==> src/rtl/nibble_exec_pkg.sv <==
// Shared definitions for the nibble processor decode/execute stage: opcode map,
// sequencer state encoding and default widths.
`timescale 1ns/1ps
package nibble_exec_pkg;

  localparam int unsigned DATA_W_DEF = 4;
  localparam int unsigned ADDR_W_DEF = 12;

  localparam logic [3:0] OP_NOP   = 4'h0;
  localparam logic [3:0] OP_LIT   = 4'h1;
  localparam logic [3:0] OP_ADDI  = 4'h2;
  localparam logic [3:0] OP_SUBI  = 4'h3;
  localparam logic [3:0] OP_NANDI = 4'h4;
  localparam logic [3:0] OP_CMPI  = 4'h5;
  localparam logic [3:0] OP_IN    = 4'h6;
  localparam logic [3:0] OP_OUT   = 4'h7;
  localparam logic [3:0] OP_JMP   = 4'h8;
  localparam logic [3:0] OP_JC    = 4'h9;
  localparam logic [3:0] OP_JNC   = 4'hA;
  localparam logic [3:0] OP_JZ    = 4'hB;
  localparam logic [3:0] OP_JNZ   = 4'hC;
  localparam logic [3:0] OP_HLT   = 4'hF;

  // Bit positions inside the ALU flag write-enable vector.
  localparam int unsigned FLAG_Z = 0;
  localparam int unsigned FLAG_C = 1;

  typedef enum logic [1:0] {
    StFetch = 2'd0,
    StExec  = 2'd1,
    StHalt  = 2'd2
  } state_e;

endpackage

==> src/rtl/nibble_alu.sv <==
// Combinational ALU of the nibble processor: computes the accumulator result,
// carry/zero flags and which of them the current opcode writes.
`timescale 1ns/1ps
module nibble_alu
  import nibble_exec_pkg::*;
#(
  parameter int unsigned DATA_W = DATA_W_DEF
) (
  input  logic [DATA_W-1:0] acc,
  input  logic [DATA_W-1:0] oprnd,
  input  logic [3:0]        opcode,
  output logic [DATA_W-1:0] result,
  output logic              c_out,
  output logic              z_out,
  output logic              writes_acc,
  output logic [1:0]        writes_flags
);

  logic [DATA_W:0] sum;
  logic [DATA_W:0] diff;

  assign sum  = {1'b0, acc} + {1'b0, oprnd};
  assign diff = {1'b0, acc} - {1'b0, oprnd};

  always_comb begin
    result       = acc;
    c_out        = 1'b0;
    writes_acc   = 1'b0;
    writes_flags = 2'b00;
    case (opcode)
      OP_LIT: begin
        result     = oprnd;
        writes_acc = 1'b1;
      end
      OP_ADDI: begin
        result       = sum[DATA_W-1:0];
        c_out        = sum[DATA_W];
        writes_acc   = 1'b1;
        writes_flags = 2'b11;
      end
      OP_SUBI: begin
        result       = diff[DATA_W-1:0];
        c_out        = ~diff[DATA_W];
        writes_acc   = 1'b1;
        writes_flags = 2'b11;
      end
      OP_NANDI: begin
        result               = ~(acc & oprnd);
        writes_acc           = 1'b1;
        writes_flags[FLAG_Z] = 1'b1;
      end
      OP_CMPI: begin
        result       = diff[DATA_W-1:0];
        c_out        = ~diff[DATA_W];
        writes_flags = 2'b11;
      end
      // The top routes in_port onto oprnd for IN.
      OP_IN: begin
        result               = oprnd;
        writes_acc           = 1'b1;
        writes_flags[FLAG_Z] = 1'b1;
      end
      default: ;
    endcase
    z_out = (result == '0);
  end

endmodule

==> src/rtl/nibble_exec.sv <==
// Decode/execute stage and 2-cycle fetch/execute sequencer of the nibble processor.
// Optional HALT opcode enabled by defining NIBBLE_EXEC_HALT_EN.
`timescale 1ns/1ps
module nibble_exec
  import nibble_exec_pkg::*;
#(
  parameter int unsigned ADDR_W = ADDR_W_DEF,
  parameter int unsigned DATA_W = DATA_W_DEF
) (
  input  logic              CLK,
  input  logic              R,
  input  logic [3:0]        instr,
  input  logic [DATA_W-1:0] oprnd,
  input  logic [7:0]        rom_data,
  input  logic [DATA_W-1:0] in_port,
  output logic              fetch_en,
  output logic              pc_inc,
  output logic              pc_load,
  output logic [ADDR_W-1:0] pc_target,
  output logic [DATA_W-1:0] acc,
  output logic              carry,
  output logic              zero,
  output logic [DATA_W-1:0] out_port,
  output logic              halted
);

  state_e            state_q, state_d;
  logic [DATA_W-1:0] acc_q, out_q;
  logic              carry_q, zero_q;

  logic [DATA_W-1:0] alu_oprnd, alu_result;
  logic              alu_c, alu_z, alu_wa;
  logic [1:0]        alu_wf;
  logic              is_jump, jump_take, exec;
  logic [DATA_W+7:0] target_raw;

  assign alu_oprnd = (instr == OP_IN) ? in_port : oprnd;

  nibble_alu #(
    .DATA_W(DATA_W)
  ) u_alu (
    .acc          (acc_q),
    .oprnd        (alu_oprnd),
    .opcode       (instr),
    .result       (alu_result),
    .c_out        (alu_c),
    .z_out        (alu_z),
    .writes_acc   (alu_wa),
    .writes_flags (alu_wf)
  );

  assign target_raw = {oprnd, rom_data};
  assign pc_target  = ADDR_W'(target_raw);

  // Conditions look at flags from before this instruction.
  always_comb begin
    is_jump   = 1'b1;
    jump_take = 1'b0;
    case (instr)
      OP_JMP:  jump_take = 1'b1;
      OP_JC:   jump_take = carry_q;
      OP_JNC:  jump_take = ~carry_q;
      OP_JZ:   jump_take = zero_q;
      OP_JNZ:  jump_take = ~zero_q;
      default: is_jump   = 1'b0;
    endcase
  end

  always_comb begin
    state_d  = state_q;
    fetch_en = 1'b0;
    pc_inc   = 1'b0;
    pc_load  = 1'b0;
    case (state_q)
      StFetch: begin
        fetch_en = 1'b1;
        pc_inc   = 1'b1;
        state_d  = StExec;
      end
      StExec: begin
        state_d = StFetch;
        if (is_jump) begin
          pc_load = jump_take;
          pc_inc  = ~jump_take;
        end
`ifdef NIBBLE_EXEC_HALT_EN
        if (instr == OP_HLT) state_d = StHalt;
`endif
      end
`ifdef NIBBLE_EXEC_HALT_EN
      StHalt: state_d = StHalt;
`endif
      default: state_d = StFetch;
    endcase
  end

  assign exec = (state_q == StExec);

  always_ff @(posedge CLK or posedge R) begin
    if (R) begin
      state_q <= StFetch;
      acc_q   <= '0;
      carry_q <= 1'b0;
      zero_q  <= 1'b0;
      out_q   <= '0;
    end else begin
      state_q <= state_d;
      if (exec && alu_wa)         acc_q   <= alu_result;
      if (exec && alu_wf[FLAG_C]) carry_q <= alu_c;
      if (exec && alu_wf[FLAG_Z]) zero_q  <= alu_z;
      if (exec && instr == OP_OUT) out_q  <= acc_q;
    end
  end

  assign acc      = acc_q;
  assign carry    = carry_q;
  assign zero     = zero_q;
  assign out_port = out_q;

`ifdef NIBBLE_EXEC_HALT_EN
  assign halted = (state_q == StHalt);
`else
  assign halted = 1'b0;
`endif

endmodule

==> config.mk <==
export PLATFORM = sky130hd
export DESIGN_NAME = nibble_exec
export DESIGN_NICKNAME = d
export VERILOG_FILES = /design/src/rtl/nibble_exec_pkg.sv /design/src/rtl/nibble_alu.sv /design/src/rtl/nibble_exec.sv
export SDC_FILE = /design/constraint.sdc
export NUM_CORES = 1
export LEC_CHECK = 0
export BUFFER_PORTS_ARGS = -buffer_cell sky130_fd_sc_hd__buf_2
export CAP_MARGIN = 0
export CORE_MARGIN = 5
export CORE_UTILIZATION = 49
export DETAILED_ROUTE_END_ITERATION = 16
export PLACE_DENSITY = 0.8
export SYNTH_ARGS = -nofsm -noshare
export SYNTH_HDL_FRONTEND = slang
export SYNTH_SLANG_ARGS = --single-unit
export TNS_END_PERCENT = 100
==> constraint.sdc <==
create_clock -name CLK -period 2.5 [get_ports CLK]
set_clock_uncertainty 0.1 [all_clocks]
set_input_delay 0.25 -clock CLK [delete_from_list [all_inputs] [get_ports CLK]]
set_output_delay 0.25 -clock CLK [all_outputs]
set_load 0.005 [all_outputs]
==> summary.md <==
| Metric | Value |
|---|---|
| Status | complete, no violations |
| Antenna violations before repair | 0 |
| Die height | around 61 um |
| Final Power | between 800 and 900 uW |
| Most frequent cells in the layout | 30 x buf_2, 12 x nor2_1, 11 x dfrtp_1 |
| Synth cell types | 46 |
| Largest family of logic cells by synthesized area | compound AO/OA/AOI/OAI gates |
| Top Ports | 48 |
| Syn Nets | approximately 180 |
| Post-Synth Adder-Cell Area | approximately 11% |
| Worst-path clk slew | 70 ps |
| Wire per inst | 16.7 um |
| Commonest non-fill, non-tap cell in the layout | buf_2 |
| Final hold violation count | 0 |
| Number of remaining DRC errors | 0 |
| Worst EP required | 2580 ps |
| FP Rows | 18 |
| Largest net degree at the start of global routing | 23 |
| Die area | 3710 sq um |
| Lkg Pwr | approximately 0.0007 uW |
| Max-cap viol count | 0 |
| Die W | 60.9 um |
| Asr flop ratio synth | 100% |
| Max clock buf depth | 2 |
| Clk sink count | 11 |
| Routed vias/inst | 6.07 |
| Synthesized flop and latch total | 11 |
| TritonCTS clock tree | done |
| CP arrival | 2530 ps |
| Yosys warnings | 0 |
| Worst-path fanout max | 4 |
| Max Fclk | 0.409 GHz |
| Number of setup buffers added after CTS | 0 |
| Sequential-to-total area share from yosys stat | 21.7% |
| Total Nets Final | 207 |
| Core box area | 2480 sq um |
| Vias in the first global route | about 1200 |
| N_diodes | 0 |
| Gpl congestion | 0.924 |
| Total number of vias | around 1200 |
| Pwr Density | 601 nW/um^2 |
| CP Launch Type | input pin |
| Area of the mapped netlist | 1270 sq um |
| Xor/xnor cell area share of the yosys netlist | 1.38% |
| Detail Route Antenna Nets | 0 |
| Syn Area/Cell | approximately 8.5 sq um |
| Dpl cell area | 1410 sq um |
| Critical setup path kind | in -> reg |
| Hold Crit Class | in -> reg |
| # setup viols final | 0 |
| RSZ-0062 raised after global routing | false |
| Total CTS buffers | 3 |
| Starting DRC count in detailed routing | 48 |
| Critical path capture point type | register |
| HPWL after detailed placement | 2730 um |
| Final Max Tran Viols | 0 |
| Final Util | 58.5% |
| Total gr overflow | 0 |
| Filler cell count | roughly 240 |
| Max rail drop VDD | 525 uV |
| Root buf cell | clkbuf_4 |
| Top FF cell, synth | dfrtp_1 |
| Initial core utilization | approximately 51% |
| Multiplexer share of the synthesized area | approximately a tenth |
| Share of layout cells above drive strength 1 | a little over a third |
| Final WL | between 3000 and 4000 um |
| Count of input and output buffers | 30 |
| Area Growth Syn to Fin | 14.0% |
| Post-synth EDFFs | 0 |
| First-pass DRT Iterations | 4 |
| Post-Syn Instances | 150 |
| Final period util | 97.9% |
| Post-route cell area | 1450 sq um |
| Total track usage | around 20% |
| Wire length of the first global-routing pass | roughly 5500 um |
| CTS HTree Levels | 1 |
| Synth Area in Simple Gates | 19.5% |
| Minimum clock period | 2450 ps |
| Clock Latency Late Sink | 280 ps |
| Compound-cell area share of the yosys netlist | 22.1% |
-- area by class of cell --
type / instances / area, sq um / share of cell area, %
clock buffers: 4 / 26.3 / 1.81
inverters: 10 / 37.5 / 2.59
multi-input cells: 109 / 845 / 58.3
flip-flops and latches: 11 / 275 / 19.0
well taps: 30 / 37.5 / 2.59
repair buffers: 40 / 228 / 15.7
-- worst max-delay path: stages --
cell and delay [ps]:
buf_2 120, and4bb_4 370, mux2_2 360, ha_1 240, fa_2 370, xnor2_1 150
o2bb2ai_1 90, nand2_1 60, nand4_1 160, o41ai_2 350
-- what timing repair did --
action | 4_1_cts | 5_1_grt
gates resized for setup | 0 | 2
hold buffers | 1 | 0
endpoints found under the hold margin | 11 | 0
endpoints found under the setup margin | 0 | 2
-- worst paths after layout --
kind / start / to / slack (ps) / cells past startpoint
hold / removal: in_port[0] / acc[0] / 330 / 4
min in group asynchronous: R / acc[2] / 410 / 3
max in group asynchronous: R / acc[0] / 1600 / 3
setup / recovery: instr[0] / zero / 50 / 10
setup reg to reg: acc[0] / zero / 210 / 8
hold reg to reg: out_port[0] / out_port[0] / 400 / 2
-- per-layer routing --
| layer | GRT usage [%] | vias up | wire [um] |
|---|---|---|---|
| li1 | - | 575 | - |
| met3 | 4.89 | 21 | 257 |
| met2 | 34.2 | 63 | 1670 |
| met5 | 0 | - | 0 |
| met4 | 10.5 | 0 | 106 |
| met1 | 23.6 | 579 | 1360 |
-- synthesized netlist by cell type, drive strengths merged (2+ instances only) --
master,n,share of area [%]
inv,10,3.0
nand3,4,1.6
dfrtp,11,22
fa,2,3.1
nor3,3,1.2
a31o,2,1.4
mux2,9,8.0
a32oi,2,1.4
a21o,3,1.8
a31oi,4,2.0
nand4,3,1.5
o21ai,9,3.8
ha,8,7.9
a21oi,8,3.4
nor2,12,3.5
buf,19,10
nand2,6,1.8
mux2i,3,2.4
nor2b,2,0.98
and3,2,1.4
nand2b,7,3.4
-- report_power, final --
group | internal (uW) | switching, uW
registers | 223 | 50.7
clock network | 62.0 | 63.9
logic | 238 | 234
total | 522 | 348
-- stage by stage --
step | cells | setup slack, ps | TNS, ps | hold WS, ps
6_report | 204 | 53.3 | 0 | 333
4_1_cts | 204 | 63.2 | 0 | 320
3_3_place_gp | 199 | -173 | -446 | 155
5_1_grt | 204 | 3.15 | 0 | 368
3_5_place_dp | 199 | -229 | -824 | 154
2_1_floorplan | 150 | 9.60 | 0 | 2.44
-- cell families (layout without fill, tap and decap cells) --
logic type	after synthesis	in the layout
xor gates and xnor gates	2	2
buffers and inverters	30	54
muxes	12	12
adders and majority gates	10	10
AOI/OAI and AO/OA	39	39
other	1	1
and+or+nand+nor	45	45
DFF	11	11
-- registers in the layout (all words and copies together), names as in the netlist --
register  flops
zero          1
acc           4
state_q       1
carry         1
out_port      4
Power figures use the tool's default switching activity.
